## src/rtl/osc_pkg.sv

```systemverilog
// Shared types and constants for the UART transmit arbiter: FSM state codes,
// requester indices and the one-byte holding register payload.
package osc_pkg;

  typedef enum logic [1:0] {
    IDLE    = 2'd0,
    LAUNCH  = 2'd1,
    WAIT_TX = 2'd2,
    LOCKED  = 2'd3
  } arb_state_t;

  localparam int NUM_REQ          = 2;
  localparam int REQ_SAMPLE       = 0;
  localparam int REQ_CMD          = 1;
  localparam int DEF_TX_TIMEOUT   = 4096;
  localparam int DEF_LOCK_TIMEOUT = 1024;
  localparam int DEF_TMR_W        = 13;

  typedef struct packed {
    logic [7:0] data;
    logic       last;
  } hold_t;

  function automatic logic [1:0] onehot(input logic idx);
    return idx ? 2'b10 : 2'b01;
  endfunction

endpackage

```

## src/rtl/tx_hold_reg.sv

```systemverilog
// One-byte holding register for a requester. A strobe is accepted when empty
// or when the current byte is being released in the same cycle.
module tx_hold_reg
  import osc_pkg::*;
(
  input  logic  i_clk,
  input  logic  i_RESET,
  input  logic  en,
  input  hold_t wr,
  input  logic  rel,
  output logic  full,
  output hold_t rd,
  output logic  overrun
);

  logic cap;
  assign cap = en && (!full || rel);

  always_ff @(posedge i_clk) begin
    if (i_RESET) begin
      full    <= 1'b0;
      rd      <= '0;
      overrun <= 1'b0;
    end else begin
      overrun <= en && !cap;
      if (cap) begin
        full <= 1'b1;
        rd   <= wr;
      end else if (rel) begin
        full <= 1'b0;
      end
    end
  end

endmodule

```

## src/rtl/uart_tx_arbiter.sv

```systemverilog
// Shares one uart_tx between two byte-stream requesters. Ownership is granted
// per packet so multi-byte records from one requester are never interleaved.
module uart_tx_arbiter
  import osc_pkg::*;
#(
  parameter int RR_MODE      = 1,
  parameter int TX_TIMEOUT   = DEF_TX_TIMEOUT,
  parameter int LOCK_TIMEOUT = DEF_LOCK_TIMEOUT,
  parameter int TMR_W        = DEF_TMR_W
) (
  input  logic       i_clk,
  input  logic       i_RESET,
  input  logic       i_req0_en,
  input  logic [7:0] i_req0_data,
  input  logic       i_req0_last,
  output logic       o_req0_done,
  output logic       o_req0_busy,
  input  logic       i_req1_en,
  input  logic [7:0] i_req1_data,
  input  logic       i_req1_last,
  output logic       o_req1_done,
  output logic       o_req1_busy,
  output logic       o_tx_en,
  output logic [7:0] o_tx_data,
  input  logic       i_tx_done,
  output logic [1:0] o_grant,
  output logic       o_overrun,
  output logic       o_tx_timeout,
  output logic [1:0] o_state
);

  localparam logic [TMR_W-1:0] TX_LAST = TMR_W'(TX_TIMEOUT - 1);
  localparam logic [TMR_W-1:0] LK_LAST = TMR_W'(LOCK_TIMEOUT - 1);

  logic  [NUM_REQ-1:0] req_en, full, rel, ovr;
  hold_t [NUM_REQ-1:0] wr, rd;

  assign req_en          = {i_req1_en, i_req0_en};
  assign wr[REQ_SAMPLE]  = '{data: i_req0_data, last: i_req0_last};
  assign wr[REQ_CMD]     = '{data: i_req1_data, last: i_req1_last};

  for (genvar n = 0; n < NUM_REQ; n++) begin : g_hold
    tx_hold_reg u_hold (
      .i_clk   (i_clk),
      .i_RESET (i_RESET),
      .en      (req_en[n]),
      .wr      (wr[n]),
      .rel     (rel[n]),
      .full    (full[n]),
      .rd      (rd[n]),
      .overrun (ovr[n])
    );
  end

  arb_state_t         state, state_nx;
  logic [TMR_W-1:0]   timer, timer_nx;
  logic [1:0]         grant_nx, done_q, done_nx;
  logic [7:0]         tx_data_nx;
  logic               tx_en_nx, tmo_nx;
  logic               ptr, ptr_nx;  // requester preferred when both are waiting
  logic               own, win;

  assign own = o_grant[1];
  assign win = (RR_MODE != 0 && (&full)) ? ptr : !full[REQ_SAMPLE];

  always_comb begin
    state_nx   = state;
    timer_nx   = timer;
    grant_nx   = o_grant;
    tx_en_nx   = 1'b0;
    tx_data_nx = o_tx_data;
    done_nx    = '0;
    tmo_nx     = 1'b0;
    ptr_nx     = ptr;
    rel        = '0;
    case (state)
      IDLE: begin
        if (|full) begin
          grant_nx = onehot(win);
          state_nx = LAUNCH;
        end
      end
      LAUNCH: begin
        tx_data_nx = rd[own].data;
        tx_en_nx   = 1'b1;
        timer_nx   = '0;
        state_nx   = WAIT_TX;
      end
      WAIT_TX: begin
        timer_nx = timer + 1'b1;
        // done takes precedence over an expiring timer on the same cycle
        if (i_tx_done) begin
          rel[own]     = 1'b1;
          done_nx[own] = 1'b1;
          timer_nx     = '0;
          if (rd[own].last) begin
            ptr_nx   = !own;
            grant_nx = '0;
            state_nx = IDLE;
          end else begin
            state_nx = LOCKED;
          end
        end else if (timer == TX_LAST) begin
          rel[own] = 1'b1;
          tmo_nx   = 1'b1;
          grant_nx = '0;
          timer_nx = '0;
          state_nx = IDLE;
        end
      end
      LOCKED: begin
        if (full[own]) begin
          timer_nx = '0;
          state_nx = LAUNCH;
        end else if (timer == LK_LAST) begin
          ptr_nx   = !own;
          grant_nx = '0;
          timer_nx = '0;
          state_nx = IDLE;
        end else begin
          timer_nx = timer + 1'b1;
        end
      end
      default: state_nx = IDLE;
    endcase
  end

  always_ff @(posedge i_clk) begin
    if (i_RESET) begin
      state        <= IDLE;
      timer        <= '0;
      o_grant      <= '0;
      o_tx_en      <= 1'b0;
      o_tx_data    <= '0;
      done_q       <= '0;
      o_tx_timeout <= 1'b0;
      ptr          <= 1'b0;
    end else begin
      state        <= state_nx;
      timer        <= timer_nx;
      o_grant      <= grant_nx;
      o_tx_en      <= tx_en_nx;
      o_tx_data    <= tx_data_nx;
      done_q       <= done_nx;
      o_tx_timeout <= tmo_nx;
      ptr          <= ptr_nx;
    end
  end

  assign o_req0_done = done_q[REQ_SAMPLE];
  assign o_req1_done = done_q[REQ_CMD];
  assign o_req0_busy = full[REQ_SAMPLE];
  assign o_req1_busy = full[REQ_CMD];
  assign o_overrun   = |ovr;
  assign o_state     = state;

endmodule

```

## config.mk

```make
export PLATFORM = sky130hd
export DESIGN_NAME = uart_tx_arbiter
export DESIGN_NICKNAME = d
export VERILOG_FILES = /design/src/rtl/osc_pkg.sv /design/src/rtl/tx_hold_reg.sv /design/src/rtl/uart_tx_arbiter.sv
export SDC_FILE = /design/constraint.sdc
export NUM_CORES = 1
export LEC_CHECK = 0
export ABC_AREA = 1
export BUFFER_PORTS_ARGS = -buffer_cell sky130_fd_sc_hd__buf_4
export CAP_MARGIN = 20
export CORE_ASPECT_RATIO = 0.5
export CORE_UTILIZATION = 50
export CTS_BUF_LIST = sky130_fd_sc_hd__clkbuf_4
export DETAILED_ROUTE_END_ITERATION = 12
export GPL_ROUTABILITY_DRIVEN = 0
export GPL_TIMING_DRIVEN = 0
export MAX_ROUTING_LAYER = met4
export PLACE_DENSITY = 0.72
export SLEW_MARGIN = 20
export SYNTH_ARGS = -nofsm -noshare
export SYNTH_HDL_FRONTEND = slang
export SYNTH_SLANG_ARGS = --single-unit
```

## constraint.sdc

```tcl
create_clock -name i_clk -period 3.4 [get_ports i_clk]
set_input_delay 0.68 -clock i_clk [delete_from_list [all_inputs] [get_ports i_clk]]
set_output_delay 0.68 -clock i_clk [all_outputs]
set_load 0.05 [all_outputs]
```

==> flow_metrics.py, run 1 <==
metrics = {
    "synthesis": {
        "syn_inst": 383,
        "synth.top_cell.area_share_pct": 39.2,
        "avgSynthCellArea_um2": 6.93,
        "synth_cell_types": 31,
        "synth-edff-count": 0,
        "ys_ff_latch": 52,
        "ys_seq_area_share_pct": 39.2,
        "syn-num-nets": 407,
        "synth_top_cell_by_area": "dfxtp_1",
        "netlist_top_cells_count": "nand2_1, dfxtp_1, inv_1",
        "ys_async_sr_fraction_pct": 0,
        "yosys_warnings": 0,
        "synth_area_leaders": "dfxtp_1, nand2_1, a21oi_1",
        "synth_ff_type": "dfxtp_1",
        "yosysMostFrequentCell": "nand2_1",
        "synthesis.area_um2": 2650,
    },
    "timing": {
        "slew-limit-headroom_pct": 63.8,
        "fin_skew_ns": 0.0138,
        "fin_crit_sh_pct": 54.7,
        "slew_violations": 0,
        "worst_slew_pin_slew_ns": 0.543,
        "grt_setup_unrepaired": "no",
        "finalSetupViolations": 0,
        "fmax_mhz": 537,
        "period_minus_slack_ns": 1.86,
        "setup_tns_ns": 0,
        "hold_violations": 0,
    },
    "route": {
        "drt_first_pass_iters": 4,
        "drc_errors": 0,
        "routedWlPerCell_um": 12.0,
        "drt-initial-drc-count": 79,
        "via_count": 2525,
        "postRouteWirelength_um": 5990,
        "ant_nets": 0,
        "post_drt_via_cell_ratio": 5.06,
    },
    "clock_network": {
        "cts-hold-fix-buffers": 0,
        "htreeDepth": 2,
        "cts_tree": "yes",
        "cts.repair.resized": 0,
        "clk_path_buf_depth": 2,
        "insertion_delay_ns": 0.38,
        "cts_sinks": 52,
        "path_clk_slew_ns": 0.16,
        "post-cts-setup-buffers": 0,
        "clockRootBuffer": "clkbuf_4",
        "cts_buffers": 5,
    },
    "place": {
        "placed_area_um2": 3030,
        "dpl.hpwl_um": 4460,
        "placement.io_buffers": 38,
    },
    "worst_hold_path": {
        "min_path_type": "reg2reg",
        "holdPathEnd": "o_tx_data[6]",
        "whs_path_depth": 2,
        "worstHoldStart": "g_hold[0].u_hold.rd[7]",
    },
    "worst_setup_path": {
        "crit_arrival_ns": 1.18,
        "r2r_slack_ns": 1.73,
        "cpMaxStageDelayCell": "dfxtp_1",
        "path_cells": "or2_2 -> buf_4",
        "r2r-start": "timer[0]",
        "rr_worst_depth": 8,
        "cp-end-kind": "primary output",
        "critPathMaxFanout": 1,
        "slowest_delay_ns": 0.33,
        "r2r-end": "timer[0]",
        "cp.required_ns": 2.72,
        "worstSetupPathType": "reg2out",
        "cp_top_family": "flip-flops",
        "cp_num_buf_inv": 1,
        "cp-start-kind": "flop",
    },
    "finish": {
        "fillers": 454,
        "drive_above_1_share_pct": 20.3,
        "fin_area_um2": 3110,
        "nets": 452,
        "areaGrowthSynthToFinish_pct": 17.3,
        "antenna_cells": 0,
    },
    "global_routing": {
        "track_usage_pct": 23.8,
        "antenna_found_initial": 0,
        "grt_max_degree": 18,
        "overflow": 0,
        "grt_pass1_wl_um": 10100,
        "grt_pass1_vias": 2281,
    },
    "pwr": {
        "p_leak_nw": 1.53,
        "power_mw": 1.87,
        "vdd_ir_drop_max_mv": 0.385,
        "power_density_nw_per_um2": 602,
    },
    "die": {
        "rows": 18,
        "core_area_um2": 5020,
        "initial_core_util_pct": 52.8,
        "die_area_um2": 5620,
        "die_w_um": 105,
        "io_pins": 42,
        "die-height_um": 53.5,
    },
    "flow_run": {
        "drv_cap": 0,
    },
    "status": {
        "status": "completed",
    },
}
==> worst reg2reg max path, stage by stage, from the launching register on <==
cell	delay (ns)
dfxtp_1	0.40
ha_1	0.22
nand3_2	0.16
nor2_4	0.17
nand2_1	0.12
nand3_2	0.14
nand2_4	0.11
o21ai_0	0.20
inv_1	0.07
==> layout make-up <==
type                    count  area, um^2  share of cell area, %
multi-input cells         261        1300                   41.8
flip-flops and latches     52        1040                   33.5
repair buffers             38         285                   9.17
inverters                  54         203                   6.51
plain buffers              16         110                   3.54
well taps                  70        87.6                   2.81
clock inverters             3        47.5                   1.53
clock buffers               5        37.5                   1.21
==> logic make-up (layout without fill, tap and decap cells) <==
kind of cell / after synthesis / count (layout) / share of synthesized area, %
buf+inv: 70 / 116 / 11.8
compound gates: 67 / 67 / 13.4
xor+xnor: 5 / 5 / 1.65
fa+ha+maj: 1 / 1 / 0.471
simple gates: 188 / 188 / 33.4
flops: 52 / 52 / 39.2
==> cells in the final DEF (no fill, tap or decap), types with 3 or more instances in the layout <==
master,count
nand2_2,7
nor2_1,39
buf_4,38
o21ai_1,5
nor3_1,6
nor2_2,4
nand3_2,4
clkbuf_1,5
xor2_1,5
nand2_1,76
nand4_1,3
inv_1,49
dfxtp_1,52
buf_6,6
o21ai_0,11
nand2_4,4
buf_2,4
a21oi_1,44
clkbuf_4,5
nand3_1,39
inv_2,4
==> layer usage <==
metal | GRT usage (%) | share of wire, % | up-vias
met5 | - | 0 | -
met4 | 6.34 | 0.75 | 0
met3 | 4.80 | 3.6 | 6
met2 | 41.7 | 49 | 39
met1 | 28.7 | 47 | 1174
li1 | - | - | 1306
==> report_power, final <==
part	internal (mW)	switching (mW)
Combinational	0.226	0.521
Sequential	0.691	0.0668
Clock	0.158	0.211
==> per-stage QoR <==
step                setup slack, ns  utilization [%]  hold slack (ns)  instances
detailed placement             1.60             60.3            0.466        491
floorplan                      1.74                -            0.439        383
global route                   1.49             62.0            0.485        499
CTS                            1.53             62.0            0.489        499
finish                         1.54             62.0            0.484        499
global placement               1.65             60.3            0.452        491
==> registers in the layout (all words and copies together) (netlist names) <==
name,flops
done_q,2
g_hold.u_hold.full,2
g_hold.u_hold.overrun,2
g_hold.u_hold.rd,18
o_grant,2
o_state,2
o_tx_data,8
o_tx_en,1
o_tx_timeout,1
ptr,1
timer,13
==> how the worst max path moves through the flow <==
stage | slack (ns) | cells past startpoint | endpoint | from
floorplan | 1.74 | 10 | g_hold[0].u_hold.rd[1] | o_state[1]
global placement | 1.65 | 5 | o_tx_data[6] | i_RESET
detailed placement | 1.60 | 5 | o_tx_data[5] | i_RESET
CTS | 1.53 | 2 | o_overrun | g_hold[1].u_hold.overrun
global route | 1.49 | 2 | o_overrun | g_hold[1].u_hold.overrun
finish | 1.54 | 2 | o_overrun | g_hold[1].u_hold.overrun
Power figures use the tool's default switching activity.
==> run 2: changes to the inputs <==
- PLACE_DENSITY: 0.72 -> 0.75
- clock period: 3.4 -> 1.7 ns (I/O delays scaled with it)
==> run 2 against run 1 <==
Effect of this change: via count increased by 0.99%; sequential share of layout area increased by 0.24 points; register-to-register slack worse by 1.6 ns; final area fell by 0.48%; total power rose by 95%; utilization is 0.30 points lower; sequential power increased by 99%.
==> flow_metrics.py, run 2 (synthesis results as in run 1) <==
metrics = {
    "pwr": {
        "power_mw": 3.64,
        "seqPwrFrac_pct": 41.5,
        "swShare_pct": 44.8,
        "vdd_ir_drop_max_mv": 0.795,
        "p_switching_mw": 1.63,
        "clkPwrFrac_pct": 17.1,
        "combPwrFrac_pct": 41.4,
        "p_int_mw": 2.01,
        "p_leak_nw": 1.52,
        "power_density_nw_per_um2": 1180,
    },
    "finish": {
        "seqCellArea_um2": 1040,
        "regMostFlops": "g_hold.u_hold.rd",
        "layout_commonest_cell": "nand2_1",
        "nets": 452,
        "antenna_cells": 0,
        "final_cell_mix": "nand2_1, dfxtp_1, inv_1",
        "areaGrowthSynthToFinish_pct": 16.7,
        "final_core_util_pct": 61.7,
        "largestRegisters": "g_hold.u_hold.rd (18), timer (13), o_tx_data (8)",
        "drive_above_1_share_pct": 21.0,
        "largest_reg_flops": 18,
        "fillers": 473,
        "final_cells": 499,
        "multiInputGateArea_um2": 1300,
    },
    "global_routing": {
        "track_usage_pct": 24.1,
        "grt_pass1_wl_um": 10300,
        "use_met1_pct": 27.5,
        "use_met3_pct": 4.43,
        "grt.busiest_layer": "met2",
        "antenna_found_initial": 0,
        "grt_max_degree": 19,
        "grt_pass1_vias": 2393,
        "overflow": 0,
        "met2_usage_pct": 44.0,
    },
    "timing": {
        "fmax_mhz": 635,
        "setup_ws_ns": 0.126,
        "period_minus_slack_ns": 1.57,
        "fin_skew_ns": 0.0246,
        "hold_violations": 0,
        "worst_slew_pin_slew_ns": 0.564,
        "slew-limit-headroom_pct": 62.4,
        "fin_crit_sh_pct": 92.6,
        "finalSetupViolations": 0,
        "slew_violations": 0,
        "holdWs_ns": 0.146,
    },
    "worst_setup_path": {
        "path_cells": "ha_2 -> nand3_2 -> nor2_4 -> nand2_4 -> nand2_4 -> nand2_2 -> nand2_2 -> buf_6 -> nand3_1 -> nand2_1 -> nor2_1",
        "r2r-start": "timer[0]",
        "r2r_slack_ns": 0.13,
        "cp-start-kind": "flop",
        "cpMaxStageDelayCell": "dfxtp_2",
        "slowest_delay_ns": 0.38,
        "r2r-end": "g_hold[1].u_hold.rd[2]",
        "cp.required_ns": 2.02,
        "cp-end-kind": "flop",
        "critPathMaxFanout": 10,
        "rr_worst_depth": 11,
        "crit_arrival_ns": 1.90,
        "worstSetupPathType": "reg2reg",
    },
    "clock_network": {
        "insertion_delay_ns": 0.41,
        "cts.repair.resized": 0,
        "cts_sinks": 52,
        "cts-hold-fix-buffers": 0,
        "clk_path_buf_depth": 2,
        "cts_buffers": 5,
        "cts_tree": "yes",
        "htreeDepth": 2,
        "path_clk_slew_ns": 0.17,
        "clockRootBuffer": "clkbuf_4",
        "post-cts-setup-buffers": 0,
    },
    "place": {
        "dp_cells": 491,
        "placement.io_buffers": 38,
        "pre_cts_ws_ns": 0.0391,
        "dpl.hpwl_um": 4600,
    },
    "die": {
        "initial_core_util_pct": 52.8,
        "rows": 18,
        "core_area_um2": 5020,
        "die_w_um": 105,
        "io_pins": 42,
        "die_area_um2": 5620,
        "die-height_um": 53.5,
    },
    "worst_hold_path": {
        "min_path_type": "in2reg",
        "worstHoldStart": "i_tx_done",
        "holdPathEnd": "o_tx_timeout",
        "whs_path_depth": 2,
    },
    "route": {
        "ant_nets": 0,
        "post_drt_via_cell_ratio": 5.11,
        "drt_first_pass_iters": 4,
        "postRouteWirelength_um": 6150,
        "drt-initial-drc-count": 99,
        "routedWlPerCell_um": 12.3,
        "drc_errors": 0,
        "via_count": 2550,
    },
    "flow_run": {
        "drv_cap": 0,
    },
    "status": {
        "status": "completed",
    },
}
run 2: changes by cell type in the layout (fill, tap and decap cells not counted), sizes merged:
cell	previous run	this run
clkinvlp	0	1
bufinv	1	0
clkinv	3	2
inv	53	54
run 2: stage by stage:
stage | area, um^2 | setup TNS (ns)
2_1_floorplan | 2650 | 0
3_3_place_gp | 3030 | 0
3_5_place_dp | 3030 | 0
4_1_cts | 3090 | 0
5_1_grt | 3100 | -0.00146
6_report | 3100 | 0
run 2: worst max-delay path, delay by kind of cell, from the launching register on:
family,cells,cell delay [ns]
fa+ha+maj,1,0.20
buf+inv,1,0.14
flops,1,0.38
simple gates,9,0.79
run 2: area by class of cell:
| class | instances | share of cell area, % |
|---|---|---|
| multi-input combinational | 261 | 42.1 |
| sequential | 52 | 33.7 |
| timing repair buffer | 38 | 9.21 |
| inverter | 54 | 6.55 |
| buffer | 16 | 3.56 |
| tap | 70 | 2.83 |
| clock buffer | 5 | 1.21 |
| clock inverter | 3 | 0.889 |
run 2: how the worst max path moves through the flow:
stage / start / to / slack [ns] / cells past startpoint
2_1_floorplan: o_state[1] / g_hold[0].u_hold.rd[1] / 0.04 / 10
3_3_place_gp: timer[0] / g_hold[1].u_hold.rd[6] / 0.09 / 11
3_5_place_dp: timer[0] / g_hold[1].u_hold.rd[8] / 0.04 / 11
4_1_cts: timer[0] / g_hold[1].u_hold.rd[8] / 0.03 / 11
5_1_grt: timer[0] / g_hold[0].u_hold.rd[1] / -0.001 / 11
6_report: timer[0] / g_hold[1].u_hold.rd[2] / 0.13 / 11
run 2: layer usage:
layer / up-vias / part of all wire (%) / routed length, um
li1: 1308 / - / -
met1: 1187 / 47 / 2880
met2: 49 / 49 / 3030
met3: 6 / 3.0 / 182
met4: 0 / 0.76 / 47
met5: - / 0 / 0
run 2: power by group through the flow:
stage	logic, mW	registers, mW	clock network (mW)
floorplan	0.703	1.90	0
global placement	1.47	1.53	0
detailed placement	1.50	1.54	0
CTS	1.51	1.51	0.626
global route	1.64	1.53	0.668
finish	1.51	1.51	0.622
==> run 3: changes to the inputs <==
- ABC_AREA: 1 -> not set
==> run 3 against run 2 <==
Effect of this change: the run now ends with setup timing left; critical path depth fell by 4; sequential cell count is the same; total power fell by 24%; sequential power shrank 11%; critical endpoint is now g_hold[1].u_hold.rd[3].
==> flow_metrics.py, run 3 <==
metrics = {
    "timing": {
        "grt_setup_unrepaired": "yes",
        "setup_ws_ns": -0.151,
        "slew-limit-headroom_pct": 63.0,
        "period_minus_slack_ns": 1.85,
        "fin_skew_ns": 0.00464,
        "fmax_mhz": 540,
        "fin_crit_sh_pct": 109,
        "hold_violations": 0,
        "slew_violations": 0,
        "finalSetupViolations": 30,
        "worst_slew_pin_slew_ns": 0.556,
        "holdWs_ns": 0.185,
    },
    "synthesis": {
        "yosysMostFrequentCell": "dfxtp_1",
        "netlist_top_cells_count": "dfxtp_1, nor2_1, mux2i_1",
        "syn_inst": 257,
        "synth_top_cell_by_area": "dfxtp_1",
        "synth-edff-count": 0,
        "synth_cell_types": 50,
        "ys_ff_latch": 52,
        "yosys_warnings": 0,
        "synthesis.area_um2": 2380,
        "syn-num-nets": 281,
        "ys_async_sr_fraction_pct": 0,
        "avgSynthCellArea_um2": 9.27,
        "synth_area_leaders": "dfxtp_1, mux2i_1, nor2_1",
        "ys_seq_area_share_pct": 43.7,
        "synth_ff_type": "dfxtp_1",
        "synth.top_cell.area_share_pct": 43.7,
    },
    "finish": {
        "multiInputGateArea_um2": 1440,
        "areaGrowthSynthToFinish_pct": 36.7,
        "seqCellArea_um2": 1070,
        "regMostFlops": "g_hold.u_hold.rd",
        "antenna_cells": 0,
        "largestRegisters": "g_hold.u_hold.rd (18), timer (13), o_tx_data (8)",
        "largest_reg_flops": 18,
        "drive_above_1_share_pct": 38.8,
        "nets": 348,
        "fillers": 317,
        "layout_commonest_cell": "buf_4",
        "final_cells": 391,
        "final_cell_mix": "buf_4, nor2_1, dfxtp_1",
    },
    "global_routing": {
        "grt_pass1_vias": 2073,
        "grt_max_degree": 17,
        "use_met3_pct": 5.34,
        "grt.busiest_layer": "met2",
        "met2_usage_pct": 44.3,
        "track_usage_pct": 25.6,
        "antenna_found_initial": 0,
        "overflow": 0,
        "use_met1_pct": 30.5,
        "grt_pass1_wl_um": 9740,
    },
    "worst_setup_path": {
        "critPathMaxFanout": 10,
        "cp-start-kind": "flop",
        "crit_arrival_ns": 2.11,
        "cpMaxStageDelayCell": "dfxtp_4",
        "r2r_slack_ns": -0.15,
        "r2r-start": "o_state[0]",
        "path_cells": "clkbuf_4 -> nand2b_4 -> o21ai_1 -> a22oi_2 -> buf_6 -> mux2i_1 -> nor2_1",
        "cp.required_ns": 1.96,
        "cp_top_family": "compound AO/OA/AOI/OAI gates",
        "worstSetupPathType": "reg2reg",
        "cp_num_buf_inv": 2,
        "slowest_delay_ns": 0.39,
        "r2r-end": "g_hold[1].u_hold.rd[3]",
        "cp-end-kind": "flop",
        "rr_worst_depth": 7,
    },
    "die": {
        "die_area_um2": 5060,
        "die-height_um": 50.8,
        "die_w_um": 99.6,
        "io_pins": 42,
        "core_area_um2": 4490,
        "rows": 17,
        "initial_core_util_pct": 53.1,
    },
    "worst_hold_path": {
        "worstHoldStart": "i_req1_data[4]",
        "holdPathEnd": "g_hold[1].u_hold.rd[5]",
        "min_path_type": "in2reg",
        "whs_path_depth": 3,
    },
    "route": {
        "drt_first_pass_iters": 5,
        "drt-initial-drc-count": 103,
        "via_count": 2185,
        "drc_errors": 0,
        "post_drt_via_cell_ratio": 5.59,
        "routedWlPerCell_um": 16.3,
        "postRouteWirelength_um": 6360,
        "ant_nets": 0,
    },
    "clock_network": {
        "cts_tree": "yes",
        "insertion_delay_ns": 0.37,
        "cts-hold-fix-buffers": 0,
        "htreeDepth": 2,
        "cts_sinks": 52,
        "path_clk_slew_ns": 0.15,
        "clockRootBuffer": "clkbuf_4",
        "clk_path_buf_depth": 2,
        "cts_buffers": 5,
    },
    "status": {
        "violations": "setup timing",
        "status": "complete, but fails checks",
    },
    "place": {
        "dp_cells": 363,
        "placement.io_buffers": 40,
        "dpl.hpwl_um": 3780,
    },
    "pwr": {
        "power_density_nw_per_um2": 855,
        "vdd_ir_drop_max_mv": 0.777,
        "p_leak_nw": 1.35,
    },
    "flow_run": {
        "drv_cap": 0,
    },
}
## run 3: final cells by class
cell class / instances / area share (%)
clock buffers: 5 / 1.15
flip-flops and latches: 52 / 32.8
clock inverters: 3 / 1.31
inverters: 3 / 0.346
repair buffers: 60 / 14.5
multi-input cells: 186 / 44.1
plain buffers: 16 / 3.26
well taps: 66 / 2.53
## run 3: worst max-delay path by stage
| stage | slack (ns) | depth (start not counted) | from | end |
|---|---|---|---|---|
| 2_1_floorplan | -0.06 | 6 | o_grant[1] | timer[11] |
| 3_3_place_gp | -0.18 | 7 | timer[0] | timer[1] |
| 3_5_place_dp | -0.23 | 7 | timer[0] | timer[8] |
| 4_1_cts | -0.13 | 6 | timer[1] | o_grant[1] |
| 5_1_grt | -0.23 | 9 | timer[1] | g_hold[1].u_hold.rd[3] |
| 6_report | -0.15 | 7 | o_state[0] | g_hold[1].u_hold.rd[3] |
## run 3: what timing repair did
item / 4_1_cts / 5_1_grt
gates cloned: 2 / 0
buffers inserted: 16 / 2
resized for setup: 33 / 40
endpoints found under the setup margin: 36 / 48
pin swaps: 9 / 10
hold endpoints to repair: 0 / 0
## run 3: metal layers
layer  vias to the layer above  share of wire (%)  wire (um)
met3                         9                4.1        260
met2                        62                 52       3290
met1                      1063                 43       2740
met4                         0                1.1         68
li1                       1051                  -          -
met5                         -                  0          0
## run 3: cells by family after synthesis
kind of cell	after synthesis	share of synthesized area, %
multiplexers	28	11.8
XOR/XNOR	6	2.20
buffers and inverters	19	3.57
AO/OA/AOI/OAI	47	14.5
adder cells (fa/ha/maj)	1	0.525
AND/OR/NAND/NOR	104	23.8
flip-flops	52	43.7
## run 3: power by group
group          leakage, nW  internal (mW)  switching, mW
Clock               0.0412          0.307          0.394
Combinational        0.871          0.291          0.444
Sequential           0.433           1.29         0.0566
## run 3: through the flow
| stage | util [%] | setup TNS [ns] | setup WS [ns] | total power [mW] | instance area [um^2] |
|---|---|---|---|---|---|
| 3_3_place_gp | 62.1 | -3.24 | -0.178 | 1.98 | 2790 |
| 2_1_floorplan | - | -0.0805 | -0.0632 | 1.80 | 2400 |
| 5_1_grt | 72.6 | -5.67 | -0.229 | 2.89 | 3260 |
| 6_report | 72.6 | -2.22 | -0.151 | 2.79 | 3260 |
| 4_1_cts | 69.4 | -1.02 | -0.125 | 2.75 | 3110 |
| 3_5_place_dp | 62.1 | -4.69 | -0.226 | 1.99 | 2790 |
## run 3: worst reg2reg max path, stage by stage, from the launching register on
cell and delay (ns):
dfxtp_4 0.39, clkbuf_4 0.22, nand2b_4 0.18, o21ai_1 0.15, a22oi_2 0.35, buf_6 0.19
mux2i_1 0.20, nor2_1 0.05
